`config.mk`:
```
export PLATFORM = sky130hd
export DESIGN_NAME = lc4_regfile_2w
export DESIGN_NICKNAME = d
export VERILOG_FILES = /design/src/rtl/lc4_regfile_pkg.sv /design/src/rtl/Nbit_reg.sv /design/src/rtl/lc4_rf_wsel.sv /design/src/rtl/lc4_regfile_2w.sv
export SDC_FILE = /design/constraint.sdc
export NUM_CORES = 1
export LEC_CHECK = 0
export ABC_CLOCK_PERIOD_IN_PS = 2400
export CAP_MARGIN = 20
export CELL_PAD_IN_SITES_DETAIL_PLACEMENT = 0
export CELL_PAD_IN_SITES_GLOBAL_PLACEMENT = 1
export CORE_UTILIZATION = 49
export CTS_CLUSTER_SIZE = 30
export DETAILED_ROUTE_END_ITERATION = 8
export HOLD_SLACK_MARGIN = 0.1
export MAX_ROUTING_LAYER = met4
export PLACE_DENSITY_LB_ADDON = 0.1
export SKIP_LAST_GASP = 1
export SYNTH_ARGS = -nofsm -noshare
export SYNTH_HDL_FRONTEND = slang
export SYNTH_HIERARCHICAL = 1
export SYNTH_SLANG_ARGS = --single-unit
```
`constraint.sdc`:
```
create_clock -name clk -period 2.4 [get_ports clk]
set_clock_uncertainty 0.2 [all_clocks]
set_input_delay 0.48 -clock clk [delete_from_list [all_inputs] [get_ports clk]]
set_output_delay 0.48 -clock clk [all_outputs]
set_load 0.03 [all_outputs]
```
`src/rtl/lc4_regfile_pkg.sv`:
```
// Shared definitions for the dual-write LC4 register file:
// clear-engine state encoding and default geometry.
package lc4_regfile_pkg;

   typedef enum logic {
      ST_IDLE  = 1'b0,
      ST_CLEAR = 1'b1
   } rf_state_t;

   localparam int LC4_WORD  = 16;
   localparam int LC4_NREGS = 8;

endpackage

```
`src/rtl/Nbit_reg.sv`:
```
// Generic n-bit register with load enable, global write enable and
// asynchronous active-high reset to the value r.
module Nbit_reg #(
   parameter int           n = 1,
   parameter logic [n-1:0] r = '0
) (
   input  logic [n-1:0] in,
   output logic [n-1:0] out,
   input  logic         clk,
   input  logic         we,
   input  logic         gwe,
   input  logic         rst
);

   // Load on enabled edges; reset forces the reset value at any time.
   always_ff @(posedge clk or posedge rst) begin
      if (rst) begin
         out <= r;
      end else if (gwe && we) begin
         out <= in;
      end
   end

endmodule

```
`src/rtl/lc4_rf_wsel.sv`:
```
// Per-register write select: decides whether register idx loads this
// cycle and with what value. The clear engine owns the register while
// running; otherwise port B takes priority over port A on a shared target.
module lc4_rf_wsel #(
   parameter int n  = 16,
   parameter int aw = 3
) (
   input  logic [aw-1:0] idx,
   input  logic          busy,
   input  logic [aw-1:0] clr_idx,
   input  logic          we_a,
   input  logic [aw-1:0] rd_a,
   input  logic [n-1:0]  wdata_a,
   input  logic          we_b,
   input  logic [aw-1:0] rd_b,
   input  logic [n-1:0]  wdata_b,
   output logic          ld,
   output logic [n-1:0]  nxt
);

   logic hit_a;
   logic hit_b;

   assign hit_a = we_a && (rd_a == idx);
   assign hit_b = we_b && (rd_b == idx);

   // Select load enable and next value; clearing suppresses both write ports.
   always_comb begin
      ld  = 1'b0;
      nxt = wdata_a;
      if (busy) begin
         ld  = (clr_idx == idx);
         nxt = '0;
      end else if (hit_b) begin
         ld  = 1'b1;
         nxt = wdata_b;
      end else if (hit_a) begin
         ld  = 1'b1;
         nxt = wdata_a;
      end
   end

endmodule

```
`src/rtl/lc4_regfile_2w.sv`:
```
// Parametrised LC4 register file: two combinational read ports, two write
// ports (B wins on a shared destination) and a sequential clear engine that
// zeroes one register per gwe cycle. Defining LC4_REGFILE_BYPASS_EN forwards
// same-cycle write data to matching read ports while the engine is idle.
module lc4_regfile_2w
   import lc4_regfile_pkg::*;
#(
   parameter int n     = LC4_WORD,
   parameter int nregs = LC4_NREGS,
   parameter int aw    = $clog2(nregs)
) (
   input  logic          clk,
   input  logic          rst,
   input  logic          gwe,
   input  logic [aw-1:0] i_rs,
   output logic [n-1:0]  o_rs_data,
   input  logic [aw-1:0] i_rt,
   output logic [n-1:0]  o_rt_data,
   input  logic [aw-1:0] i_rd_a,
   input  logic [n-1:0]  i_wdata_a,
   input  logic          i_we_a,
   input  logic [aw-1:0] i_rd_b,
   input  logic [n-1:0]  i_wdata_b,
   input  logic          i_we_b,
   input  logic          i_clear,
   output logic          o_busy,
   output logic          o_clear_done
);

   rf_state_t       state;
   rf_state_t       state_nxt;
   logic [aw-1:0]   clr_idx;
   logic [aw-1:0]   clr_idx_nxt;
   logic            done_nxt;
   logic            busy;

   logic [n-1:0]     regs [nregs];
   logic [n-1:0]     nxt  [nregs];
   logic [nregs-1:0] ld;

   assign busy   = (state == ST_CLEAR);
   assign o_busy = busy;

   // Clear-engine next state: walk indices 0..nregs-1, then flag completion.
   always_comb begin
      state_nxt   = state;
      clr_idx_nxt = clr_idx;
      done_nxt    = 1'b0;
      case (state)
         ST_IDLE: begin
            if (i_clear) begin
               state_nxt   = ST_CLEAR;
               clr_idx_nxt = '0;
            end
         end
         ST_CLEAR: begin
            if (clr_idx == aw'(nregs - 1)) begin
               state_nxt   = ST_IDLE;
               clr_idx_nxt = '0;
               done_nxt    = 1'b1;
            end else begin
               clr_idx_nxt = clr_idx + aw'(1);
            end
         end
         default: begin
            state_nxt   = ST_IDLE;
            clr_idx_nxt = '0;
         end
      endcase
   end

   // Clear-engine state; everything freezes while gwe is low.
   always_ff @(posedge clk or posedge rst) begin
      if (rst) begin
         state        <= ST_IDLE;
         clr_idx      <= '0;
         o_clear_done <= 1'b0;
      end else if (gwe) begin
         state        <= state_nxt;
         clr_idx      <= clr_idx_nxt;
         o_clear_done <= done_nxt;
      end
   end

   for (genvar g = 0; g < nregs; g++) begin : g_reg
      lc4_rf_wsel #(
         .n  (n),
         .aw (aw)
      ) u_wsel (
         .idx     (aw'(g)),
         .busy    (busy),
         .clr_idx (clr_idx),
         .we_a    (i_we_a),
         .rd_a    (i_rd_a),
         .wdata_a (i_wdata_a),
         .we_b    (i_we_b),
         .rd_b    (i_rd_b),
         .wdata_b (i_wdata_b),
         .ld      (ld[g]),
         .nxt     (nxt[g])
      );

      Nbit_reg #(
         .n (n)
      ) u_reg (
         .in  (nxt[g]),
         .out (regs[g]),
         .clk (clk),
         .we  (ld[g]),
         .gwe (gwe),
         .rst (rst)
      );
   end

   // Read ports: stored contents, optionally overridden by a committing write.
   always_comb begin
      o_rs_data = regs[i_rs];
      o_rt_data = regs[i_rt];
`ifdef LC4_REGFILE_BYPASS_EN
      if (gwe && !busy) begin
         if (i_we_a && (i_rd_a == i_rs)) o_rs_data = i_wdata_a;
         if (i_we_b && (i_rd_b == i_rs)) o_rs_data = i_wdata_b;
         if (i_we_a && (i_rd_a == i_rt)) o_rt_data = i_wdata_a;
         if (i_we_b && (i_rd_b == i_rt)) o_rt_data = i_wdata_b;
      end
`endif
   end

endmodule
```
==> results.md <==
* Status: finished with violations
* Violated checks: setup timing
* Fin area at 13640 sq um
* CP top delay family: multiplexers
* Clk buf depth at 2
* DR vias/cell at 5.806
* TritonCTS clock tree: done
* Share of the synthesized area in the top cell type at 0.3196
* Worst slew margin relative to its limit at 0.5835
* Int Power at 9.318 mW
* Clock transition at the registers of the reported paths at 0.06 ns
* Post-CTS Hold Buffers at 0
* Vias post-DR at 7862
* YS warnings at 6
* Gr ovfl total at 0
* Peak supply drop at 847.1 uV
* Most frequent cell on the critical path: buf_6
* Leak pwr at 7.237 nW
* Avg Cell Area, Syn at 12.79 sq um
* Max incr delay on CP at 0.46 ns
* Critical-path maximum fanout at 2
* Die height at 147.8 microns
* Clock power frac at 0.195
* Final hold viol count at 0
* Critical Path AT at 1.86 ns
* Max cap viols at 0
* Site Rows at 52
* DR pass1 iterations at 5
* Fin crit period at 2.540 ns
* Crit path capture type: primary output
* CTS H-Tree Depth at 4
* Core region area at 20560 sq um
* Worst Path Required at 1.72 ns
* CP startpoint kind: flip-flop
* Synth Register Bits at 133
* Register area share after synthesis at 0.3196
* Port bufs at 83
* Sw Share at 0.3543
* Final setup fails at 30
* Final ANT Viol Nets at 0
* Post-synthesis cell type count at 24
* Final net count at 1124
* DP Area at 12410 sq um
* GPL Wtd Cong at 0.8679
* Area of the die at 21840 sq um
* Cells after Synth at 814
* Final wirelength at 34.58 mm
* WP buf/inv at 2
* Worst slew pin tran at 0.6247 ns
* Antenna diodes at 0
* P&R area growth vs syn at 30.98%
* Drt first-iter violations at 643
* Clk_lat worst skew at 0.42 ns
* Largest net degree at the start of global routing at 129
* Global-route wire length before repair at 52.11 mm
* Fin worst setup slack at -0.1400 ns
* Synth area leader: dfrtp_1
* Largest cells by area after synthesis: dfrtp_1, mux4_1, mux2i_1
* CTS sink cnt at 133
* Tcrit/Tclk final at 1.058
* Sequential share of power at 0.297
* Fillers at 1581
* Mapped Area at 10410 sq um
* Mean routed wirelength per cell at 25.54 microns
* Max-slew violations at 0
* Worst hold slack at 0.3390 ns
* Dpl hpwl at 21.88 mm
* Chip width at 147.8 microns
* Pwr dens at 1058 nW/um^2
* Worst min path class: flip-flop to flip-flop
* I/O pins at 84
* Slowest stage cell, crit path: mux4_2
* P_sw at 5.113 mW
* CP cell instances: buf_6 > mux4_2 > mux2_4 > buf_6
* DRC at 0
* Combinational share of power at 0.508
* GRT Total Usage at 0.3401
* Initial Utilization at 0.5066
* Initial antenna violation count at 0
* Fmax at 393.7 MHz
* Critical path class: flip-flop to primary output
* Inserted Clock Buffers at 17
* Root Driver: clkbuf_16
* Layout cell share with drive strength beyond 1 at 0.4059
* RSZ-0062 raised after global routing: true
* Vias in the first global route at 8425
## flip-flops by register name, indices dropped and copies added, names as in the netlist
signal / flops
clr_idx: 3
g.u_reg/out: 128
o_busy: 1
o_clear_done: 1
## cell usage in the layout (no fill, tap or decap)
cell / n
a21oi_1: 1
a31oi_1: 15
a31oi_2: 1
a32o_1: 3
buf_12: 33
buf_16: 6
buf_4: 86
buf_6: 48
buf_8: 5
bufbuf_16: 1
bufinv_16: 4
clkbuf_1: 1
clkbuf_16: 17
clkbuf_2: 1
clkbuf_8: 1
clkdlybuf4s50_1: 45
clkinv_2: 1
clkinv_4: 3
clkinvlp_4: 4
conb_1: 72
dfrtp_1: 131
dfrtp_2: 1
dfrtp_4: 1
dlymetal6s2s_1: 2
ha_1: 2
inv_1: 18
mux2_2: 50
mux2_4: 110
mux2i_1: 128
mux4_1: 5
mux4_2: 59
nand2_2: 8
nand3_1: 1
nand4_1: 16
nor2_1: 129
nor2b_1: 1
o21ai_0: 2
xnor2_1: 72
## per-stage QoR
stage / instances / total power, mW / setup TNS (ns) / setup slack, ns / util
4_1_cts: 1344 / 14.09 / -3.697 / -0.1772 / 0.6583
3_5_place_dp: 1289 / 10.70 / -61.35 / -0.7154 / 0.6038
5_1_grt: 1354 / 14.98 / -3.394 / -0.1753 / 0.6635
3_3_place_gp: 1289 / 10.44 / -55.55 / -0.6739 / 0.6038
2_1_floorplan: 884 / 8.147 / 0 / 0.1109 / -
6_report: 1354 / 14.43 / -2.690 / -0.1400 / 0.6635
## worst paths after layout
check	startpoint	end	slack [ns]	cells after the start
min	o_clear_done	o_clear_done	0.34	2
max	g_reg[7].u_reg/out[5]	o_rt_data[5]	-0.14	4
min reg2reg	o_clear_done	o_clear_done	0.34	2
max in group asynchronous	rst	g_reg[1].u_reg/out[13]	0.95	3
max reg2reg	clr_idx[0]	g_reg[3].u_reg/out[6]	0.30	6
min in group asynchronous	rst	o_busy	0.40	2
## logic make-up (layout without fill, tap and decap cells)
kind of cell               Yosys count  in the layout  synth area share
other                                2             72         0.0007211
and+or+nand+nor                    155            155           0.06199
buffers and inverters               76            276           0.05742
DFF                                133            133            0.3196
AOI/OAI and AO/OA                   22             22           0.01394
adders and majority gates            2              2          0.002402
xor gates and xnor gates            72             72           0.06055
muxes                              352            352            0.4834
## final cells by class
type | count | area [sq um] | share of cell area
Multi-Input combinational cell | 675 | 6679 | 0.4896
Sequential cell | 133 | 3333 | 0.2443
Timing Repair Buffer | 227 | 2600 | 0.1906
Clock buffer | 19 | 442.9 | 0.03247
Tap cell | 270 | 337.8 | 0.02476
Clock inverter | 12 | 181.4 | 0.01330
Inverter | 18 | 67.56 | 0.004953
## what timing repair did
action | CTS | global route
cloned | 6 | 0
pin swaps | 0 | 4
setup buffers | 18 | 11
setup endpoints to repair | 40 | 64
gates resized for setup | 214 | 42
## per-layer routing
metal,vias to the layer above,GRT usage,wire length (microns)
met5,-,-,0
met4,0,0.09794,612
met3,46,0.05093,2627
met2,387,0.5472,16830
met1,4006,0.4472,14510
li1,3423,-,-
## power groups by stage
stage                     clock network [mW]  registers [mW]  logic (mW)
after global placement                     0            4.06        6.37
after global routing                    2.92            4.37        7.69
after floorplan                            0            3.78        4.36
final                                   2.81            4.29        7.33
after CTS                               2.82            4.20        7.08
after detailed placement                   0            4.16        6.54
## tightest hold or removal path, delay by kind of cell (launching register included)
kind | cells | cell delay, ns
buffers and inverters | 1 | 0.06
AOI/OAI and AO/OA | 1 | 0.06
DFF | 1 | 0.38
## Yosys cell counts
cell type / n
a21oi_1: 1
a31oi_1: 16
a32o_1: 3
buf_1: 15
buf_12: 8
buf_6: 24
clkbuf_1: 9
clkbuf_2: 2
conb_1: 2
dfrtp_1: 133
ha_1: 2
inv_1: 18
mux2_2: 80
mux2_4: 80
mux2i_1: 128
mux4_1: 56
mux4_2: 8
nand2_2: 8
nand3_1: 1
nand4_1: 16
nor2_1: 129
nor2b_1: 1
o21ai_0: 2
xnor2_1: 72
No activity file was read; power rests on OpenSTA's default activity.
==> patch 1: new RTL, config.mk and constraints unchanged <==
Reset style: synchronous (`rst`), changed in 2 clocked blocks. Comments in the files are not updated.
--- a/src/rtl/Nbit_reg.sv
+++ b/src/rtl/Nbit_reg.sv
@@ -15,3 +15,3 @@
    // Load on enabled edges; reset forces the reset value at any time.
-   always_ff @(posedge clk or posedge rst) begin
+   always_ff @(posedge clk) begin
       if (rst) begin
--- a/src/rtl/lc4_regfile_2w.sv
+++ b/src/rtl/lc4_regfile_2w.sv
@@ -72,3 +72,3 @@
    // Clear-engine state; everything freezes while gwe is low.
-   always_ff @(posedge clk or posedge rst) begin
+   always_ff @(posedge clk) begin
       if (rst) begin
Function: changed (Yosys sat finds a counterexample within 4 cycles, from zero or initial values and one cycle with rst high; the reset may be asserted at any time).
==> patch 1 against the unedited design <==
The run still ends with setup timing left. Cell area up 0.90%. Via count rose by 17%. Synthesized area is 7.1% higher. First-iteration DRC count up 6.1%. Sequential share of layout area down 5.0 points. Routed wire length fell by 2.6%. Utilization decreased by 4.1 points. Synthesized cell count up 37%. Sequential cell count unchanged. Setup slack improved by 52 ps. Critical endpoint is now o_rs_data[2].
Power is not compared: it rests on default switching activity, and its combinational part moved more than twofold at a synthesized area within 25%.
==> patch 1: results (changes against the unedited design) <==
stage;metric;value;unit;change
synthesis;synth.area.top_cells;dfxtp_1 24%, mux4_1 13%, mux2i_1 11%;;was dfrtp_1 32%, mux4_1 14%, mux2i_1 12%
placement;gp_congestion;0.863;;was 0.868
synthesis;synth.distinct_cells;28;;was 24
min_path;hold_end;o_clear_done;;unchanged
min_path;hold_path.startpoint;o_clear_done;;unchanged
outcome;status;finished with violations;;unchanged
routing;vias;9172;;was 7862
outcome;violations;setup timing;;unchanged
global_route;grt_max_degree;66;;was 129
worst_setup_path;r2r_end;g_reg[7].u_reg/out[9];;was g_reg[3].u_reg/out[6]
synthesis;async_flop_share;0;%;was 100%
sta;setup_viol;21;;was 30
worst_setup_path;cp-endpoint;o_rs_data[2];;was o_rt_data[5]
cts;cts_buffers;17;;unchanged
placement;post-place-ws;-637;ps;was -715 ps
worst_setup_path;cp-startpoint;i_rs[0];;was g_reg[7].u_reg/out[5]
global_route;grt_pass1_vias;8773;;was 8425
sta;setup_slack;-88.0;ps;was -140 ps
worst_setup_path;rrSetupSlack;410;ps;was 300 ps
placement;hpwlAfterDp;22.2;mm;was 21.9 mm
worst_setup_path;critPathMaxStageDelay;510;ps;was 460 ps
sta;relSlewSlack;52.7;%;was 58.4%
routing;drt_iter0_markers;682;;was 643
global_route;grt_pass1_wl;52.7;mm;was 52.1 mm
synthesis;synthTopCellsByCount;133 x dfxtp_1, 132 x nor2_1, 129 x nand3_1;;was 133 x dfrtp_1, 129 x nor2_1, 128 x mux2i_1
routing;avgRoutedWirePerCell;21.5;um;was 25.5 um
worst_setup_path;arrival;1810;ps;was 1860 ps
finish;drive_above_1_share;29.9;%;was 40.6%
sta;final.setup.tns;-1130;ps;was -2690 ps
worst_setup_path;cp_max_fo;8;;was 2
global_route;grt_usage;30.1;%;was 34.0%
finish;final_nets;1329;;was 1124
[patch 1: timing repair]
item / 4_1_cts / 5_1_grt
buffers inserted: 12 / 9
gates cloned: 4 / 0
resized for setup: 222 / 40
hold endpoints to repair: 0 / 0
endpoints found under the setup margin: 32 / 32
[patch 1: per-stage QoR]
step	hold WS [ps]	util (%)	std cells	total power, mW	cell area, um^2
4_1_cts	280	61.9	1561	7.04	13700
3_5_place_dp	269	57.6	1515	4.27	12700
3_3_place_gp	257	57.6	1515	4.25	12700
6_report	277	62.3	1570	7.06	13800
5_1_grt	306	62.3	1570	7.33	13800
2_1_floorplan	349	-	1182	3.62	11400
[patch 1: final cells by class]
cell class                 instances  area (um^2)
clock inverter                    13          149
sequential                       133         2680
inverter                           8         30.0
fill                            1902         8330
timing repair buffer             190         2250
tap                              280          350
multi-input combinational        927         7870
clock buffer                      19          443
[patch 1: routing by layer]
layer / up-vias / global-route usage, % / part of all wire, %
met5: - / - / 0
met4: 0 / 6.88 / 1.6
met3: 40 / 5.19 / 6.0
met2: 303 / 46.1 / 46
met1: 4495 / 41.4 / 47
li1: 4334 / - / -
[patch 1: worst max-delay path, delay by kind of cell]
kind / cells / cell delay, ps
multiplexers: 2 / 830
buffers and inverters: 4 / 490
[patch 1: kinds of logic (layout without fill, tap and decap cells)]
group	Yosys count	count (layout)	share of synthesized area [%]
muxes	224	224	29.5
and+or+nand+nor	278	278	11.2
DFF	133	133	23.9
other	2	72	0.0674
adders and majority gates	2	2	0.224
buffers and inverters	122	230	8.17
xor gates and xnor gates	72	72	5.66
AOI/OAI and AO/OA	279	279	21.3
==> patch 2: new RTL, config.mk and constraints unchanged <==
Without the edit above. Build with the macro `LC4_REGFILE_BYPASS_EN` defined.
--- a/src/rtl/lc4_regfile_2w.sv
+++ b/src/rtl/lc4_regfile_2w.sv
@@ -4,2 +4,4 @@
 // same-cycle write data to matching read ports while the engine is idle.
+`define LC4_REGFILE_BYPASS_EN
+
 module lc4_regfile_2w
Function: changed (Yosys sat finds a counterexample within 4 cycles, from zero or initial values and one cycle with rst high).
==> patch 2 against the unedited design <==
Synthesized cell count rose by 18%. Cell area rose by 11%. Non-clock buffer count rose by 30. The flow still finishes with violations (setup timing). Cell count rose by 13%. Routed wire length rose by 21%. Synthesized area rose by 9.3%. Setup slack got worse by 260 ps. Power rose by 0.38%. Highest routed layer unchanged. Sequential cell count did not move. Utilization rose by 0.60 points.
==> patch 2: results (changes against the unedited design) <==
stage;metric;value;unit;change
finish;n_fill_cell;1680;;was 1581
worst_setup_path;arrival;2130;ps;was 1860 ps
finish;multi_input_area;8040;um^2;was 6680 um^2
sta;setup_viol;32;;was 30
synthesis;synth-compound-area-share;4.70;%;was 1.39%
finish;sh_seq_area;21.9;%;was 24.4%
synthesis;yosys.area.top_type_share;29.2;%;was 32.0%
finish;buf_share;18.0;%;was 19.1%
outcome;violations;setup timing;;unchanged
global_route;grt_pass1_vias;9339;;was 8425
synthesis;synth-seq-area-share;29.2;%;was 32.0%
worst_setup_path;rrSetupSlack;120;ps;was 300 ps
synthesis;synthTopCellsByCount;176 x mux2i_1, 133 x dfrtp_1, 129 x nor2_1;;was 133 x dfrtp_1, 129 x nor2_1, 128 x mux2i_1
synthesis;synth.area.top_cells;dfrtp_1 29%, mux2i_1 15%, mux4_2 13%;;was dfrtp_1 32%, mux4_1 14%, mux2i_1 12%
global_route;grt_use_met1;49.1;%;was 44.7%
finish;n_all_inverters;35;;was 18
routing;via_per_inst;6.15;;was 5.81
worst_setup_path;worstReg2RegStart;o_busy;;was clr_idx[0]
sta;setup_slack;-405;ps;was -140 ps
finish;fin_cells;1535;;was 1354
routing;drt_iter0_markers;958;;was 643
placement;placed_cells;1486;;was 1289
finish;nMultiInputCombCells;793;;was 675
outcome;status;finished with violations;;unchanged
placement;gp_congestion;0.874;;was 0.868
sta;whs;330;ps;was 339 ps
synthesis;synth-adder-area-share;0.220;%;was 0.240%
pwr;pg_clk;2.80;mW;was 2.81 mW
routing;wl_met1;16.9;mm;was 14.5 mm
synthesis;synth.mux.area_fraction;43.5;%;was 48.3%
sta;final.setup.tns;-10840;ps;was -2690 ps
pwr;ir_drop;682;uV;was 847 uV
finish;multi_input_area_share;52.9;%;was 49.0%
routing;wl_met2;19.3;mm;was 16.8 mm
routing;first_pass_iters;8;;was 5
pwr;seqPwrFrac;29.3;%;was 29.7%
finish;clk_share;4.01;%;was 4.58%
finish;n_sequential_cell;133;;unchanged
finish;signal_buffers;257;;was 227
routing;dr_wl_met3;4.03;mm;was 2.63 mm
finish;drive_above_1_share;41.0;%;was 40.6%
[patch 2: cell count changes after synthesis, moves of 7 or more]
cell      delta
mux4_1      -56
mux4_2      +56
mux2i_1     +48
mux2_2      -31
inv_1       +17
nand4_1     +16
nor2b_1     +16
nand3_1     +15
clkbuf_1    +12
o221ai_2    +10
a22oi_2      +8
a22oi_1      +7
buf_4        +7
[patch 2: what timing repair did]
| item | 4_1_cts | 5_1_grt |
|---|---|---|
| cloned | 2 | 1 |
| endpoints found under the setup margin | 161 | 59 |
| pin swaps | 18 | 6 |
| setup buffers | 11 | 3 |
| resized for setup | 82 | 7 |
[patch 2: worst max path at each step]
stage / from / cells past startpoint / endpoint / slack [ps]
detailed placement: i_rd_b[0] / 7 / o_rs_data[4] / -790
finish: o_busy / 8 / o_rs_data[14] / -410
global route: o_busy / 8 / o_rs_data[14] / -450
CTS: i_wdata_a[4] / 6 / o_rs_data[4] / -400
global placement: i_rd_b[0] / 7 / o_rs_data[4] / -830
floorplan: i_rt[0] / 6 / o_rt_data[6] / -70
